## src/rtl/lcd_char_decoder.sv

```systemverilog
// lcd_char_decoder: receive side of the 4-bit LCD character interface.
// Pairs a high and a low DATA nibble word into one ASCII character and
// decodes '0'-'9' / 'A'-'F' into a 4-bit hex value. Bad framing, command
// words arriving mid-pair and orphaned high nibbles are reported as errors.
//
// Handshakes:
//   word_in is accepted on a rising edge where word_valid & word_ready.
//   hex_out is offered while hex_valid=1. It stays stable until a rising
//   edge with hex_ready=1, after which hex_valid drops.
//   err_valid is a one-cycle pulse with no back-pressure. err_code
//   qualifies it.

module lcd_char_decoder #(
    parameter int TIMEOUT_CYC = 1000,
    parameter int CNT_W       = 16
) (
    input  logic       clk,
    input  logic       rst_n,
    input  logic [5:0] word_in,
    input  logic       word_valid,
    output logic       word_ready,
    output logic [3:0] hex_out,
    output logic       hex_valid,
    input  logic       hex_ready,
    output logic       err_valid,
    output logic [1:0] err_code,
    output logic [7:0] err_cnt
);

    typedef enum logic [1:0] {
        ST_IDLE      = 2'd0,
        ST_HIGH_HELD = 2'd1,
        ST_OUT_PEND  = 2'd2
    } state_t;

    typedef enum logic [1:0] {
        ERR_BAD_HIGH  = 2'd0,
        ERR_BAD_LOW   = 2'd1,
        ERR_TIMEOUT   = 2'd2,
        ERR_SYNC_LOST = 2'd3
    } err_t;

    // TIMEOUT_CYC == 0 disables the timeout entirely.
    localparam logic TIMEOUT_EN = (TIMEOUT_CYC != 0);
    // The counter holds the number of idle HIGH_HELD cycles already completed.
    // The cycle that would complete the TIMEOUT_CYC-th one is the expiry cycle.
    localparam logic [CNT_W-1:0] CNT_LAST =
        (TIMEOUT_CYC == 0) ? '0 : CNT_W'(TIMEOUT_CYC - 1);

    state_t      state_q, state_d;
    logic [3:0]  high_q, high_d;
    logic [CNT_W-1:0] cnt_q, cnt_d;
    logic [3:0]  hex_q, hex_d;
    logic        err_valid_q, err_valid_d;
    logic [1:0]  err_code_q, err_code_d;
    logic [7:0]  err_cnt_q, err_cnt_d;

    logic        is_data;
    logic [3:0]  nib;
    logic        high_ok;
    logic        low_digit;
    logic        low_alpha;
    logic [3:0]  low_hex;
    logic        expire;
    logic        accept;
    logic        raise;
    err_t        raise_code;

    // Word classification and character decode of the current word against the held high nibble.
    always_comb begin
        nib       = word_in[3:0];
        // Only RS=1, MARK=0 is data. Every other combination counts as a command.
        is_data   = (word_in[5:4] == 2'b10);
        high_ok   = (nib == 4'd3) || (nib == 4'd4);
        low_digit = (high_q == 4'd3) && (nib <= 4'd9);
        low_alpha = (high_q == 4'd4) && (nib >= 4'd1) && (nib <= 4'd6);
        // 'A'..'F' arrive as low nibble 1..6. Adding 9 in 4 bits gives 0xA..0xF.
        low_hex   = low_alpha ? (nib + 4'd9) : nib;
    end

    // Expiry takes priority over a word, so the handshake is withheld on the expiry cycle.
    always_comb begin
        expire     = TIMEOUT_EN && (state_q == ST_HIGH_HELD) && (cnt_q == CNT_LAST);
        word_ready = rst_n && ((state_q == ST_IDLE) ||
                               ((state_q == ST_HIGH_HELD) && !expire));
        accept     = word_valid && word_ready;
    end

    // Next-state logic: character pairing, decode, timeout and error selection.
    always_comb begin
        state_d    = state_q;
        high_d     = high_q;
        cnt_d      = cnt_q;
        hex_d      = hex_q;
        raise      = 1'b0;
        raise_code = ERR_BAD_HIGH;

        case (state_q)
            ST_IDLE: begin
                // Command words in IDLE are silently dropped.
                if (accept && is_data) begin
                    if (high_ok) begin
                        high_d  = nib;
                        cnt_d   = '0;
                        state_d = ST_HIGH_HELD;
                    end else begin
                        raise      = 1'b1;
                        raise_code = ERR_BAD_HIGH;
                    end
                end
            end

            ST_HIGH_HELD: begin
                if (expire) begin
                    raise      = 1'b1;
                    raise_code = ERR_TIMEOUT;
                    high_d     = '0;
                    state_d    = ST_IDLE;
                end else if (accept) begin
                    high_d  = '0;
                    state_d = ST_IDLE;
                    if (!is_data) begin
                        // A command mid-pair means the nibble stream lost alignment.
                        raise      = 1'b1;
                        raise_code = ERR_SYNC_LOST;
                    end else if (low_digit || low_alpha) begin
                        hex_d   = low_hex;
                        state_d = ST_OUT_PEND;
                    end else begin
                        raise      = 1'b1;
                        raise_code = ERR_BAD_LOW;
                    end
                end else if (TIMEOUT_EN) begin
                    cnt_d = cnt_q + 1'b1;
                end
            end

            ST_OUT_PEND: begin
                if (hex_ready) begin
                    state_d = ST_IDLE;
                end
            end

            default: begin
                state_d = ST_IDLE;
                high_d  = '0;
            end
        endcase
    end

    // Error pulse, sticky code and saturating error count.
    always_comb begin
        err_valid_d = raise;
        err_code_d  = raise ? raise_code : err_code_q;
        err_cnt_d   = err_cnt_q;
        if (raise && (err_cnt_q != 8'hFF)) begin
            err_cnt_d = err_cnt_q + 8'd1;
        end
    end

    // State and output registers with synchronous active-low reset.
    always_ff @(posedge clk) begin
        if (!rst_n) begin
            state_q     <= ST_IDLE;
            high_q      <= '0;
            cnt_q       <= '0;
            hex_q       <= '0;
            err_valid_q <= 1'b0;
            err_code_q  <= '0;
            err_cnt_q   <= '0;
        end else begin
            state_q     <= state_d;
            high_q      <= high_d;
            cnt_q       <= cnt_d;
            hex_q       <= hex_d;
            err_valid_q <= err_valid_d;
            err_code_q  <= err_code_d;
            err_cnt_q   <= err_cnt_d;
        end
    end

    assign hex_out   = hex_q;
    assign hex_valid = (state_q == ST_OUT_PEND);
    assign err_valid = err_valid_q;
    assign err_code  = err_code_q;
    assign err_cnt   = err_cnt_q;

endmodule

```

## config.mk

```make
export PLATFORM = sky130hd
export DESIGN_NAME = lcd_char_decoder
export DESIGN_NICKNAME = d
export VERILOG_FILES = /design/src/rtl/lcd_char_decoder.sv
export SDC_FILE = /design/constraint.sdc
export NUM_CORES = 1
export LEC_CHECK = 0
export ABC_AREA = 1
export BUFFER_PORTS_ARGS = -buffer_cell sky130_fd_sc_hd__buf_2
export CORE_AREA = 2 2 70 72
export CTS_CLUSTER_SIZE = 14
export DETAILED_ROUTE_END_ITERATION = 10
export DIE_AREA = 0 0 72 74
export PLACE_DENSITY = 0.75
export SLEW_MARGIN = 20
export SYNTH_ARGS = -nofsm -noshare
export SYNTH_HDL_FRONTEND = slang
export SYNTH_SLANG_ARGS = --single-unit
```

## constraint.sdc

```tcl
create_clock -name clk -period 1.7 [get_ports clk]
set_input_delay 0.17 -clock clk [delete_from_list [all_inputs] [get_ports clk]]
set_output_delay 0.17 -clock clk [all_outputs]
set_load 0.03 [all_outputs]
```

Word-level counts from Yosys, hierarchy flattened
Cells that the tools add are included.

cells by class
  $add $sub $neg = 3
  $lt $le $gt $ge = 3
  eq/ne operators = 15
  multiplexer cells = 31
  bitwise logic cells = 2
  reduce and logical (&&, ||, !) cells = 19

operators by type and width
  cell                     number
  $mux W16                 4
  $pmux W16 S2             1
  $mux W2                  11
  $mux W4                  5
  $add A16 B1 Y16 const B  1
  $eq A16 B10 Y1 const B   1
  $pmux W4 S3              1
  $reduce_and A5 Y1        2
  $logic_and A1 B1 Y1      9
  $add A8 B1 Y8 const B    1
  $eq A4 B2 Y1 const B     2
  $eq A4 B3 Y1 const B     2
  $ne A8 B8 Y1 const B     1
  $reduce_and A4 Y1        2
  $mux W1                  7
  $ne A2 B2 Y1 const B     3
  $pmux W2 S3              1
  $add A4 B4 Y4 const B    1
  $eq A2 B2 Y1 const B     2
  $ge A4 B1 Y1 const B     1
  $le A4 B3 Y1 const B     1
  $le A4 B4 Y1 const B     1
  $ne A2 B1 Y1 const B     2
  $logic_or A1 B1 Y1       3
  7 further kinds          8

storage, ports and cells
  flip-flop bits (word level) = 37
  input port bits = 10
  output and inout bits = 17
  word-level logic and storage cells = 80

Logic depth before layout (Yosys ltp)
  word-level depth = 11
  depth in mapped cells = 13
  depth with buffers taken out = 13

Worst setup path after synthesis
No wires, ideal clock.

  path type = reg-to-reg
  start = register err_cnt_q[0], in the netlist err_cnt[0]
  end = register err_cnt_q[5], in the netlist err_cnt[5]
  setup time = 116 ps
  arrival = 1755 ps
  setup slack = -171 ps
  cell stages (with the launch flop) = 11
  path buffers = 0
  path through = dfxtp_1 -> ha_1 -> nand3_1 -> nor2_1 -> nand3_1 -> nand4_1 -> inv_1 -> nand3_1 -> inv_1 -> a21oi_1 -> nor2_1

on the way
  cells in the longest elaborated chain, start to end = 2
  elaborated cells on any way between the ends = 3

ends and longest elaborated chain
  item                                                   line  text
  start: declaration                                     56    logic [7:0] err_cnt_q, err_cnt_d;
  start signal: assignment                               178   err_cnt_q <= err_cnt_d;
  branches (longest 2 deep; another with $add A8 B1 Y8)  --

Several ways; the timed one is not identified.
A chain may end at the register's enable or synchronous reset.

Worst setup path after layout
  start = register cnt_q[0]
  end = register cnt_q[0]

on the way
  cells in the longest elaborated chain, start to end = 10
  elaborated cells on any way between the ends = 16

ends and longest elaborated chain
  item                                                      line  text
  start: declaration                                        52    logic [CNT_W-1:0] cnt_q, cnt_d;
  start signal: assignment                                  174   cnt_q <= cnt_d;
  branches (longest 10 deep; another with $add A16 B1 Y16)  --

Several ways; the timed one is not identified. The select of a mux whose other input is x is not followed.

==> run summary <==
===========================================================================
Status                                                         finished, violations left
Violations in the final reports                                setup timing
Detailed-route wire length per cell                                 14.7 um
Number of synthesized register bits                                      37
Detailed-placement wirelength estimate                              4.26 mm
GPL Wtd Cong                                                          0.949
Number of H-tree branching levels                                         2
Detailed-route vias per instance                                       5.72
Slew at the pin with the worst max-slew slack                      0.475 ns
Relative slew slack                                                   67.9%
Combinational fraction of design power                                 9.6%
Crit Path Class                                                flip-flop to flip-flop
Starting DRC count in detailed routing                                  283
Setup crit start kind                                             flip-flop
Levels on crit path                                                      13
Initial core utilization                                              51.5%
Cell accounting for the most synthesized area                  sky130_fd_sc_hd__dfxtp_1
Vias after detailed routing                                            2780
Filler cells                                                            348
Hold-fix buffers at CTS                                                   0
Overall Power                                                       1.83 mW
Critical path's top delay family                               simple AND/OR/NAND/NOR gates
Critical path cell sequence                                    ha_4, nand2_2, inv_2, nand2_4, nor2_4, nand3_4, nand4_4, o21ai_4, buf_12, clkbuf_16, nand4_1, nand2_1, a21oi_1
Clock Latency Late Sink                                             0.29 ns
Switching part of the total                                           24.8%
Clock-pin slew on the worst setup and hold paths                    0.08 ns
Final worst clock skew                                           0.00421 ns
Bufs and invs on worst path                                               3
Die area                                                           5330 um2
Antenna cell count                                                        0
Detail Route Antenna Nets                                                 0
Peak ir drop on the vdd network                                      513 uV
Final number of hold-violating endpoints                                  0
Slowest cell delay on critical path                                 0.36 ns
Required time at the worst-slack endpoint                           1.92 ns
Area of the core region                                            4600 um2
Global routing usage summed across all routing layers                 24.3%
Class of the most critical hold timing path                    primary input to flip-flop
Upper clock frequency limit                                         546 MHz
Max FO, Critical Path                                                     8
Setup repair after global routing missed its margin                    true
Post-synth cell types                                                    34
Arr. time, crit path                                                2.05 ns
Sequential fraction of design power                                   47.8%
Area share of the largest cell type after synthesis                   31.3%
Height of the die                                                     74 um
Worst Reg-to-Reg Cells                                                   13
TritonCTS clock tree                                                  built
Share of synthesized area occupied by flip-flops and latches          31.3%
Post-synth net total                                                    373
Power dissipated by switching net loads                            0.453 mW
Post-synthesis average cell area                                   6.65 um2
Slowest library cell on the worst path                         sky130_fd_sc_hd__dfxtp_2
Overflow after GRT                                                        0
Clk pwr share                                                         42.6%
Post-route worst setup slack                                      -0.132 ns
Count of unresolved DRC violations after routing                          0
Total power density per cell area                                560 nW/um2
Post-synthesis instance area                                       2370 um2
Category of the worst setup path capture point                    flip-flop
Buffers added on ports                                                   26
Root Driver                                                    sky130_fd_sc_hd__clkbuf_8
Top Ports                                                                27
Leakage                                                             1.35 nW
Final period utilization                                               108%
Internal power                                                      1.38 mW
TritonCTS buffer count                                                    5
Yosys warnings                                                            0
Final layout net count                                                  448
Area overhead of the layout relative to synthesis                     38.0%
Number of maximum-capacitance violations                                  0
Min-Delay Path Depth                                                      4
Fraction of layout cells with a size suffix above 1                   31.7%
First-pass detailed-route iteration total                                 6
Die Wd                                                                72 um
Vias in the first global route                                         2374
Wire length after detailed routing                                  7.14 mm
Maximum number of pins on one net before global-route repair             21
Wire length of the first global-routing pass                        10.3 mm
Clk sinks                                                                37
Post-layout minimum cycle time                                      1.83 ns
Site Rows                                                                25
Cells after DPL                                                         465
Antenna violations before repair                                          0
Synthesized instance count                                              356
Area contributors post-synth                                   sky130_fd_sc_hd__dfxtp_1 31%, sky130_fd_sc_hd__nor2_1 11%, sky130_fd_sc_hd__nand2_1 10%
Maximum clock insertion buffer count                                      2
Final non-filler cell total                                             486
Count of endpoints failing setup in the final report                     28
Max Slew Vio Count                                                        0
===========================================================================
-- area by class of cell --
| cell class | instances | area, um2 | share of cell area, % |
|---|---|---|---|
| flip-flops and latches | 37 | 747 | 22.9 |
| clock inverters | 2 | 38.8 | 1.19 |
| inverters | 42 | 160 | 4.91 |
| multi-input cells | 271 | 1620 | 49.7 |
| well taps | 54 | 67.6 | 2.07 |
| clock buffers | 6 | 72.6 | 2.22 |
| repair buffers | 74 | 557 | 17.1 |
-- what timing repair did --
item,CTS,global route
gates resized for setup,17,28
setup endpoints to repair,30,38
gates cloned,3,4
setup buffers,5,1
pin swaps,8,20
-- sequential cells by signal, summed over array words and instances, names as in the netlist --
register   cells
err_code       2
state_q        2
hex_out        4
high_q         4
err_valid      1
cnt_q         16
err_cnt        8
-- placed cells by master, fill, tap and decap left out, types with 2 or more instances in the layout --
| cell | count |
|---|---|
| sky130_fd_sc_hd__ha_1 | 6 |
| sky130_fd_sc_hd__o21ai_0 | 6 |
| sky130_fd_sc_hd__inv_2 | 5 |
| sky130_fd_sc_hd__buf_2 | 25 |
| sky130_fd_sc_hd__nor3_1 | 5 |
| sky130_fd_sc_hd__a21oi_1 | 22 |
| sky130_fd_sc_hd__buf_6 | 5 |
| sky130_fd_sc_hd__o21ai_1 | 2 |
| sky130_fd_sc_hd__nand4_1 | 23 |
| sky130_fd_sc_hd__xnor2_1 | 2 |
| sky130_fd_sc_hd__nor2_1 | 64 |
| sky130_fd_sc_hd__dfxtp_2 | 5 |
| sky130_fd_sc_hd__dfxtp_1 | 32 |
| sky130_fd_sc_hd__nand2_1 | 58 |
| sky130_fd_sc_hd__buf_8 | 2 |
| sky130_fd_sc_hd__nor2_2 | 6 |
| sky130_fd_sc_hd__nand3_2 | 3 |
| sky130_fd_sc_hd__buf_4 | 40 |
| sky130_fd_sc_hd__nor2_4 | 3 |
| sky130_fd_sc_hd__clkbuf_8 | 5 |
| sky130_fd_sc_hd__nand3_4 | 9 |
| sky130_fd_sc_hd__nand3_1 | 22 |
| sky130_fd_sc_hd__inv_1 | 36 |
| sky130_fd_sc_hd__xor2_1 | 10 |
| sky130_fd_sc_hd__nand2_4 | 2 |
| sky130_fd_sc_hd__nand2_2 | 9 |
| sky130_fd_sc_hd__a21oi_2 | 7 |
-- worst paths after layout --
check,startpoint,end,slack [ns]
worst max-delay path,cnt_q[0]$_SDFFE_PN0P_,cnt_q[0]$_SDFFE_PN0P_,-0.13
worst min-delay path,hex_ready,state_q[1]$_SDFFE_PN0P_,0.22
worst max register to register,cnt_q[0]$_SDFFE_PN0P_,cnt_q[0]$_SDFFE_PN0P_,-0.13
worst min register to register,cnt_q[6]$_SDFFE_PN0P_,cnt_q[6]$_SDFFE_PN0P_,0.48
-- layer usage --
metal | part of all wire, % | GRT usage (%)
met1 | 42 | 30.7
met5 | 0 | 0
met2 | 49 | 40.9
met3 | 6.1 | 4.20
met4 | 3.2 | 10.9
-- per-stage QoR --
step	cell area [um2]	hold WS [ns]	setup WS, ns	util (%)	TNS [ns]
2_1_floorplan	2400	0.368	0.00131	-	0
3_3_place_gp	2830	0.452	-0.0419	61.6	-0.174
3_5_place_dp	2830	0.452	-0.128	61.6	-1.24
4_1_cts	3090	0.181	-0.0192	67.2	-0.0394
5_1_grt	3260	0.251	-0.219	71.0	-4.56
6_report	3260	0.224	-0.132	71.0	-1.46
-- synth_stat cells --
cell	number
sky130_fd_sc_hd__nor2_1	69
sky130_fd_sc_hd__nand2_1	65
sky130_fd_sc_hd__dfxtp_1	37
sky130_fd_sc_hd__inv_1	36
sky130_fd_sc_hd__a21oi_1	29
sky130_fd_sc_hd__nand3_1	24
sky130_fd_sc_hd__nand4_1	23
sky130_fd_sc_hd__xor2_1	10
sky130_fd_sc_hd__ha_1	7
sky130_fd_sc_hd__o21ai_0	7
sky130_fd_sc_hd__inv_2	6
sky130_fd_sc_hd__nor3_1	6
sky130_fd_sc_hd__clkbuf_1	5
sky130_fd_sc_hd__nand2_2	3
sky130_fd_sc_hd__nand3_4	3
sky130_fd_sc_hd__nor2_2	3
sky130_fd_sc_hd__buf_2	2
sky130_fd_sc_hd__buf_4	2
sky130_fd_sc_hd__buf_6	2
sky130_fd_sc_hd__nand3_2	2
sky130_fd_sc_hd__xnor2_1	2
sky130_fd_sc_hd__a211oi_1	1
sky130_fd_sc_hd__a21boi_0	1
sky130_fd_sc_hd__a31oi_1	1
sky130_fd_sc_hd__mux2_2	1
sky130_fd_sc_hd__nand2_4	1
sky130_fd_sc_hd__nand3b_1	1
sky130_fd_sc_hd__nand4_2	1
sky130_fd_sc_hd__nor2_4	1
sky130_fd_sc_hd__nor3b_1	1
sky130_fd_sc_hd__o21ai_1	1
sky130_fd_sc_hd__o21ai_2	1
sky130_fd_sc_hd__o311ai_0	1
sky130_fd_sc_hd__o311ai_2	1
-- worst min-delay path: stages --
cell and delay (ns):
sky130_fd_sc_hd__buf_2 0.08, sky130_fd_sc_hd__nor2_1 0.04, sky130_fd_sc_hd__nor2_1 0.13, sky130_fd_sc_hd__nor3_2 0.06
-- kinds of logic (layout without fill, tap and decap cells) --
family                   count (synthesis)  after routing  synth area share (%)
adder cells (fa/ha/maj)                  7              7                  3.70
flip-flops                              37             37                  31.3
buffers and inverters                   53            124                  9.47
XOR/XNOR                                12             12                  4.44
multiplexers                             1              1                 0.476
AND/OR/NAND/NOR                        203            208                  40.5
AO/OA/AOI/OAI                           43             43                  10.2
-- power by group through the flow --
stage                     sequential (mW)  combinational (mW)  clock (mW)
final                               0.874               0.175       0.780
after global routing                0.875               0.189       0.817
after CTS                           0.874               0.153       0.781
after detailed placement            0.894               0.137           0
after global placement              0.894               0.134           0
after floorplan                     0.900              0.0809           0
(Power assumes the default switching activity.)
